$ cat src/rtl/pcileech_pkg.sv
// Shared definitions for the pcileech status-LED logic.
package pcileech_pkg;

    typedef enum logic {
        LED_NORMAL,
        LED_ERR
    } led_fsm_t;

    localparam int LED_ERR_TOGGLES = 8;

endpackage

$ cat src/rtl/pcileech_led_stretch.sv
// Retriggerable activity stretcher: a strobe holds 'active' for CYCLES cycles.
module pcileech_led_stretch #(
    parameter int CYCLES = 5_000_000
) (
    input  logic clk,
    input  logic rst,
    input  logic strobe,
    output logic active
);

    localparam int CW = $clog2(CYCLES + 1);

    logic [CW-1:0] cnt_q;
    logic [CW-1:0] cnt_d;

    always_comb begin
        cnt_d = cnt_q;
        if (strobe) begin
            cnt_d = CW'(CYCLES);
        end else if (cnt_q != '0) begin
            cnt_d = cnt_q - CW'(1);
        end
    end

    always_ff @(posedge clk) begin
        if (rst) begin
            cnt_q <= '0;
        end else begin
            cnt_q <= cnt_d;
        end
    end

    // Reports the count held next cycle so the caller's output register lines up with it.
    assign active = (cnt_d != '0);

endmodule

$ cat src/rtl/pcileech_led_ctl.sv
// Status-LED policy for the Screamer M2: heartbeat, activity stretch, error blink.
module pcileech_led_ctl
    import pcileech_pkg::*;
#(
    parameter int PARAM_STRETCH_CYCLES   = 5_000_000,
    parameter int PARAM_HEARTBEAT_CYCLES = 50_000_000,
    parameter bit PARAM_INVERT           = 1'b0
) (
    input  logic clk,
    input  logic rst,
    input  logic link_up,
    input  logic act_pcie,
    input  logic act_com,
    input  logic err,
    output logic led_ld1,
    output logic led_ld2
);

    localparam int HB_W   = $clog2(PARAM_HEARTBEAT_CYCLES + 1);
    localparam int FAST   = PARAM_HEARTBEAT_CYCLES >> 3;
    localparam int FAST_W = $clog2(FAST + 1);

    logic pcie_active;
    logic com_active;

    pcileech_led_stretch #(.CYCLES(PARAM_STRETCH_CYCLES)) u_stretch_pcie (
        .clk    (clk),
        .rst    (rst),
        .strobe (act_pcie),
        .active (pcie_active)
    );

    pcileech_led_stretch #(.CYCLES(PARAM_STRETCH_CYCLES)) u_stretch_com (
        .clk    (clk),
        .rst    (rst),
        .strobe (act_com),
        .active (com_active)
    );

    logic [HB_W-1:0]   hb_cnt_q, hb_cnt_d;
    logic              hb_phase_q, hb_phase_d;
    led_fsm_t          state_q, state_d;
    logic [FAST_W-1:0] fast_cnt_q, fast_cnt_d;
    logic [3:0]        tog_cnt_q, tog_cnt_d;
    logic              blink_q, blink_d;
    logic              ld1_q, ld1_d;
    logic              ld2_q, ld2_d;

    always_comb begin
        hb_cnt_d   = hb_cnt_q + HB_W'(1);
        hb_phase_d = hb_phase_q;
        if (hb_cnt_q == HB_W'(PARAM_HEARTBEAT_CYCLES - 1)) begin
            hb_cnt_d   = '0;
            hb_phase_d = ~hb_phase_q;
        end
    end

    // The final toggle of the error burst is the one that hands control back to NORMAL.
    always_comb begin
        state_d    = state_q;
        fast_cnt_d = fast_cnt_q;
        tog_cnt_d  = tog_cnt_q;
        blink_d    = blink_q;
        ld1_d      = 1'b0;
        ld2_d      = 1'b0;

        if (err) begin
            state_d    = LED_ERR;
            fast_cnt_d = '0;
            tog_cnt_d  = '0;
            blink_d    = 1'b1;
        end else if (state_q == LED_ERR) begin
            if (fast_cnt_q == FAST_W'(FAST - 1)) begin
                fast_cnt_d = '0;
                blink_d    = ~blink_q;
                tog_cnt_d  = tog_cnt_q + 4'd1;
                if (tog_cnt_q == 4'(LED_ERR_TOGGLES - 1)) begin
                    state_d = LED_NORMAL;
                end
            end else begin
                fast_cnt_d = fast_cnt_q + FAST_W'(1);
            end
        end

        if (state_d == LED_ERR) begin
            ld1_d = blink_d;
            ld2_d = blink_d;
        end else begin
            ld1_d = link_up ? ~pcie_active : hb_phase_d;
            ld2_d = com_active;
        end
    end

    always_ff @(posedge clk) begin
        if (rst) begin
            hb_cnt_q   <= '0;
            hb_phase_q <= 1'b0;
            state_q    <= LED_NORMAL;
            fast_cnt_q <= '0;
            tog_cnt_q  <= '0;
            blink_q    <= 1'b0;
            ld1_q      <= 1'b0;
            ld2_q      <= 1'b0;
        end else begin
            hb_cnt_q   <= hb_cnt_d;
            hb_phase_q <= hb_phase_d;
            state_q    <= state_d;
            fast_cnt_q <= fast_cnt_d;
            tog_cnt_q  <= tog_cnt_d;
            blink_q    <= blink_d;
            ld1_q      <= ld1_d;
            ld2_q      <= ld2_d;
        end
    end

    assign led_ld1 = ld1_q ^ PARAM_INVERT;
    assign led_ld2 = ld2_q ^ PARAM_INVERT;

endmodule

$ cat config.mk
export PLATFORM = sky130hd
export DESIGN_NAME = pcileech_led_ctl
export DESIGN_NICKNAME = d
export VERILOG_FILES = /design/src/rtl/pcileech_pkg.sv /design/src/rtl/pcileech_led_stretch.sv /design/src/rtl/pcileech_led_ctl.sv
export SDC_FILE = /design/constraint.sdc
export NUM_CORES = 1
export LEC_CHECK = 0
export CAP_MARGIN = 30
export CORE_ASPECT_RATIO = 2
export CORE_MARGIN = 2
export CORE_UTILIZATION = 45
export CTS_CLUSTER_DIAMETER = 60
export DETAILED_ROUTE_END_ITERATION = 16
export PLACE_DENSITY_LB_ADDON = 0.2
export SYNTH_ARGS = -nofsm -noshare
export SYNTH_HDL_FRONTEND = slang
export SYNTH_SLANG_ARGS = --single-unit
$ cat constraint.sdc
create_clock -name clk -period 3.43 [get_ports clk]
set_input_delay 0.343 -clock clk [delete_from_list [all_inputs] [get_ports clk]]
set_output_delay 0.343 -clock clk [all_outputs]
set_load 0.01 [all_outputs]
==> results of run 1 <==
-- per-stage QoR --
stage | total power, mW | std cells | utilization [%] | setup WS (ns)
floorplan | 1.63 | 602 | - | 1.20
global placement | 1.72 | 732 | 47.9 | 0.868
detailed placement | 1.73 | 732 | 47.9 | 0.801
CTS | 2.78 | 748 | 50.7 | 0.775
global route | 2.89 | 748 | 50.7 | 0.555
finish | 2.76 | 748 | 50.7 | 0.815
-- cell type report --
type	instances	share of cell area [%]
multi-input cells	468	51.5
flip-flops and latches	104	37.5
clock buffers	9	4.06
well taps	140	3.16
repair buffers	10	1.67
clock inverters	7	1.40
inverters	10	0.676
-- cell usage in the layout (no fill, tap or decap), types with 10 or more instances in the layout --
cell type	synthesis	layout
xor2_1	49	49
or3_1	11	11
inv_1	10	10
nand4_1	11	11
nand3_1	29	29
nand2_1	39	39
o21ai_0	13	13
nor3_1	26	26
nor2_1	114	114
xnor2_1	29	29
and3_1	17	17
dfxtp_1	104	104
nor4_1	11	11
a21oi_1	20	20
-- kinds of logic (layout without fill, tap and decap cells) --
kind of cell | count (synthesis) | after routing
buffers and inverters | 30 | 36
AO/OA/AOI/OAI | 58 | 58
multiplexers | 5 | 5
flip-flops | 104 | 104
XOR/XNOR | 78 | 78
adder cells (fa/ha/maj) | 7 | 7
AND/OR/NAND/NOR | 320 | 320
-- layer usage --
layer	global-route usage, %	part of all wire, %	routed length (µm)
met1	19.4	38	4350
met2	38.4	56	6460
met3	3.64	2.5	287
met4	9.36	3.7	430
met5	0	0	0
-- critical path, delay by kind of cell, from the launching register on --
| kind | cells | cell delay (ns) |
|---|---|---|
| and+or+nand+nor | 6 | 2.02 |
| DFF | 1 | 0.45 |
-- where the power goes --
part / internal (mW) / switching (mW) / leakage (nW) / total, mW
combinational: 0.162 / 0.234 / 1.00 / 0.396
clock: 0.575 / 0.479 / 0.152 / 1.05
sequential: 1.25 / 0.0563 / 0.848 / 1.31
total: 1.99 / 0.769 / 2.00 / 2.76
-- path summary, 6_finish.rpt --
check / start / endpoint / slack [ns] / depth (start not counted)
max: fast_cnt_q[16] / fast_cnt_q[12] / 0.82 / 6
min: hb_cnt_q[0] / hb_cnt_q[0] / 0.45 / 1
max reg2reg: fast_cnt_q[16] / fast_cnt_q[12] / 0.82 / 6
min reg2reg: hb_cnt_q[0] / hb_cnt_q[0] / 0.45 / 1
-- flip-flops by register name, summed over array words and instances (netlist names) --
signal	flops
u_stretch_pcie.cnt_q	23
u_stretch_com.cnt_q	23
led_ld2	1
blink_q	1
state_q	1
hb_cnt_q	26
fast_cnt_q	23
hb_phase_q	1
tog_cnt_q	4
led_ld1	1
==> impl_metrics.csv, run 1 <==
group,metric,value,unit
yosys,yosys-top-cells-area,"dfxtp_1 41%, xor2_1 8.5%, nor2_1 8.4%",
route,drt_iter0_drc,200,
floorplan,start_util,46.3,%
cts,cts_root_buf,"clkbuf_16",
power,ir_worst_vdd,0.304,mV
critical_path,slowest_stage,"nand2b_1",
grt,antenna_found_initial,0,
layout,design_area,5550,µm²
yosys,yosys_warnings,0,
yosys,synth_compound_area_share,6.92,%
cts,cts_buffer_depth,2,
timing,hold_viol,0,
yosys,syn_inst,602,
yosys,yosys.cell_types.count,54,
critical_path,cp.arrival,2.82,ns
floorplan,ios,8,
timing,hold_slack,0.450,ns
cts,cts.htree.levels,3,
cts,cts-buffers-inserted,9,
critical_path,critPathLaunchType,"register",
critical_path,cp_max_fo,22,
power,p_per_area,497,nW/µm²
yosys,ys_ff_latch,104,
route,drt-total-wl,11.5,mm
yosys,synth_largest_area_cell,"dfxtp_1",
grt,grt_pass1_wl,19.5,mm
yosys,synth_edf_count,0,
status,outcome,"completed",
critical_path,endpoint_kind,"register",
route,drc_errors,0,
route,vias,4175,
layout,drive_gt1_share,5.92,%
min_path,hold_path_class,"reg -> reg",
run,drv_cap,0,
critical_path,crit_type,"reg -> reg",
yosys,synth_area,5070,µm²
grt,grt_max_degree,26,
placed_design,post_dp_cell_area,5250,µm²
yosys,seq_area_frac_synth,41.1,%
timing,finalClockSkew,0.00749,ns
floorplan,core_area,10900,µm²
timing,tightestPinTransition,0.869,ns
grt,grt_overflow,0,
timing,rsz0062_at_grt,"no",
route,ant_nets,0,
cts,clock_latency,0.35,ns
yosys,synth_top_family_by_area,"simple AND/OR/NAND/NOR gates",
cts,cts_resized,0,
yosys,synth_xor_area_share,13.5,%
yosys,synth.most_common_cell,"nor2_1",
layout,final_nets,616,
yosys,ys.flop_type,"dfxtp_1",
yosys,synthMuxAreaShare,0.988,%
route,dr.pass1.iters,5,
power,power.leakage,2.00,nW
floorplan,die-area,12200,µm²
yosys,syn_nets,615,
cts,postCtsHoldBufs,0,
placed_design,dp_hpwl,8.55,mm
timing,period_share,76.2,%
placed_design,io_buffers,7,
floorplan,std_cell_rows,54,
critical_path,cp.required,3.64,ns
critical_path,path_cells,"or4bb_1, nor4_2, and2_1, nand2_1, nand2b_1, nor2_1",
cts,clk_pin_slew_worst_paths,0.08,ns
layout,syn2layout_area_growth,9.53,%
yosys,synthSimpleGateAreaFrac,33.3,%
yosys,async_flop_share,0,%
timing,fmax,382,MHz
layout,multi_input_area,2860,µm²
timing,setup_violations,0,
timing,min_period,2.61,ns
layout,nFillCells,1098,
timing,relSlewSlack,42.0,%
yosys,synth_top_cell_area_share,41.1,%
cts,cts.sinks,104,
yosys,syn_avg_cell_area,8.42,µm²
route,avgRoutedWirePerCell,15.4,µm
yosys,synthAdderAreaFrac,1.73,%
placed_design,place.gp.congestion,0.884,
cts,post_cts_buffers,0,
layout,ff_latch_area,2080,µm²
timing,setup_tns,0,ns
critical_path,max_stage_delay,0.65,ns
yosys,synthTopCellsByCount,"114 x nor2_1, 104 x dfxtp_1, 49 x xor2_1, 39 x nand2_1",
route,via_per_inst,5.58,
floorplan,die-width,79.0,µm
layout,n_antenna_cell,0,
grt,grt_usage,19.8,%
timing,slew_violations,0,
cts,cts_tree,"yes",
grt,grt_pass1_vias,4310,
floorplan,die_h,154,µm
Power figures use the tool's default switching activity.
==> run 2: changes to the inputs <==
- clock period: 3.43 -> 2.53 ns (I/O delays scaled with it)
==> run 2 against run 1 <==
Largest cell class unchanged. Non-clock buffer count up 17. Hold slack gained 0.0022 ns. Critical endpoint is now led_ld2. Clock-buffer cell count is the same.
==> impl_metrics.csv, run 2 (same netlist as run 1, synthesis figures left out) <==
group,metric,value,unit
status,outcome,"completed",
cts,clk_pin_slew_worst_paths,0.08,ns
grt,grt_max_degree,25,
critical_path,cp.arrival,2.65,ns
floorplan,ios,8,
power,ir_worst_vdd,0.438,mV
route,drc_errors,0,
cts,cts.htree.levels,3,
critical_path,cp.buffers_inverters,0,
critical_path,crit_family,"simple AND/OR/NAND/NOR gates",
layout,top_register,"hb_cnt_q",
layout,utilization,52.5,%
timing,hold_viol,0,
critical_path,endpoint_kind,"register",
critical_path,critPathLaunchType,"register",
floorplan,core_area,10900,µm²
route,via_per_inst,5.55,
critical_path,slowest_stage,"or4_1",
layout,n_antenna_cell,0,
timing,setup_tns,0,ns
route,drt-total-wl,11.6,mm
timing,relSlewSlack,63.2,%
cts,clock_latency,0.35,ns
placed_design,dp_hpwl,8.57,mm
floorplan,die-width,79.0,µm
timing,finalClockSkew,0.0110,ns
cts,cts_buffer_depth,2,
grt,antenna_found_initial,0,
grt,grt_overflow,0,
critical_path,cp-endpoint,"led_ld2",
placed_design,place.gp.congestion,0.958,
layout,design_area,5750,µm²
power,p_total,3.82,mW
grt,grt_pass1_vias,4302,
critical_path,cp_max_fo,4,
critical_path,reg2reg_to,"led_ld2",
floorplan,start_util,46.3,%
critical_path,cp.required,2.76,ns
placed_design,post_dp_cell_area,5400,µm²
timing,hold_slack,0.453,ns
timing,min_period,2.42,ns
cts,cts_tree,"yes",
power,power.leakage,2.10,nW
timing,slew_violations,0,
layout,final_common_cell,"nor2_1",
grt,grt_usage,20.2,%
cts,cts.sinks,104,
layout,largest_reg_flops,26,
grt,grt_pass1_wl,19.7,mm
cts,post_cts_buffers,0,
route,ant_nets,0,
cts,cts-buffers-inserted,9,
route,dr.pass1.iters,4,
power,p_per_area,664,nW/µm²
critical_path,reg2reg_depth,7,
timing,fmax,414,MHz
critical_path,worstReg2RegStart,"fast_cnt_q[4]",
critical_path,crit_cells,7,
timing,period_share,95.5,%
layout,final_nets,633,
layout,drive_gt1_share,9.60,%
timing,tightestPinTransition,0.544,ns
critical_path,r2r_slack,0.11,ns
run,drv_cap,0,
floorplan,die_h,154,µm
layout,mostFrequentLayoutCells,"114 x nor2_1, 104 x dfxtp_1, 49 x xor2_1",
route,vias,4249,
cts,cts_root_buf,"clkbuf_16",
route,avgRoutedWirePerCell,15.2,µm
floorplan,die-area,12200,µm²
critical_path,cp-startpoint,"fast_cnt_q[4]",
layout,syn2layout_area_growth,13.5,%
route,drt_iter0_drc,208,
critical_path,path_cells,"or4_1, nor4_2, nand3_1, a21oi_4, nand3_1, nor4_2, a31oi_1",
critical_path,max_stage_delay,0.56,ns
floorplan,std_cell_rows,54,
timing,setup_violations,0,
min_path,hold_path_class,"reg -> reg",
critical_path,crit_type,"reg -> reg",
placed_design,io_buffers,7,
-- run 2: changes by cell type in the layout (fill, tap and decap cells not counted), moves of 2 or more --
cell,change
buf_4,+15
buf_12,+2
clkinv_2,-2
clkinvlp_4,+2
nor4_1,-2
nor4_2,+2
-- run 2: layer usage --
metal	vias to the layer above	track usage, %	wire (µm)	share of wire, %
li1	2133	-	-	-
met1	2002	20.5	4440	38
met2	73	38.2	6400	55
met3	41	3.23	241	2.1
met4	0	10.5	528	4.5
met5	-	0	0	0
-- run 2: cell type report --
class,instances,area [µm²]
fill,1038,5190
sequential,104,2080
clock buffer,9,225
multi-input combinational,468,2900
inverter,10,37.5
timing repair buffer,27,245
tap,140,175
clock inverter,7,85.1
-- run 2: power breakdown --
group	internal (mW)	switching, mW	total, mW	leakage (nW)
clock network	0.787	0.663	1.45	0.146
registers	1.70	0.0735	1.77	0.848
logic	0.262	0.336	0.599	1.11
-- run 2: how the worst min path moves through the flow --
| stage | endpoint | cells after the start | start | slack, ns |
|---|---|---|---|---|
| final | hb_cnt_q[0] | 1 | hb_cnt_q[0] | 0.45 |
| after global routing | hb_cnt_q[0] | 1 | hb_cnt_q[0] | 0.49 |
| after CTS | hb_cnt_q[0] | 1 | hb_cnt_q[0] | 0.46 |
| after detailed placement | hb_cnt_q[0] | 1 | hb_cnt_q[0] | 0.45 |
| after global placement | hb_cnt_q[0] | 1 | hb_cnt_q[0] | 0.43 |
| after floorplan | u_stretch_com.cnt_q[14] | 2 | act_com | 0.37 |
-- run 2: stage by stage --
step,setup WS (ns),instances
after floorplan,0.304,602
after detailed placement,-0.0596,749
after global routing,-0.0518,765
after CTS,0.0274,765
after global placement,0.00915,749
final,0.113,765
-- run 2: timing repair --
action | CTS | global route
hold buffers | 0 | 0
pin swaps | 0 | 3
gates cloned | 0 | 0
endpoints found under the setup margin | 1 | 3
resized for setup | 1 | 7
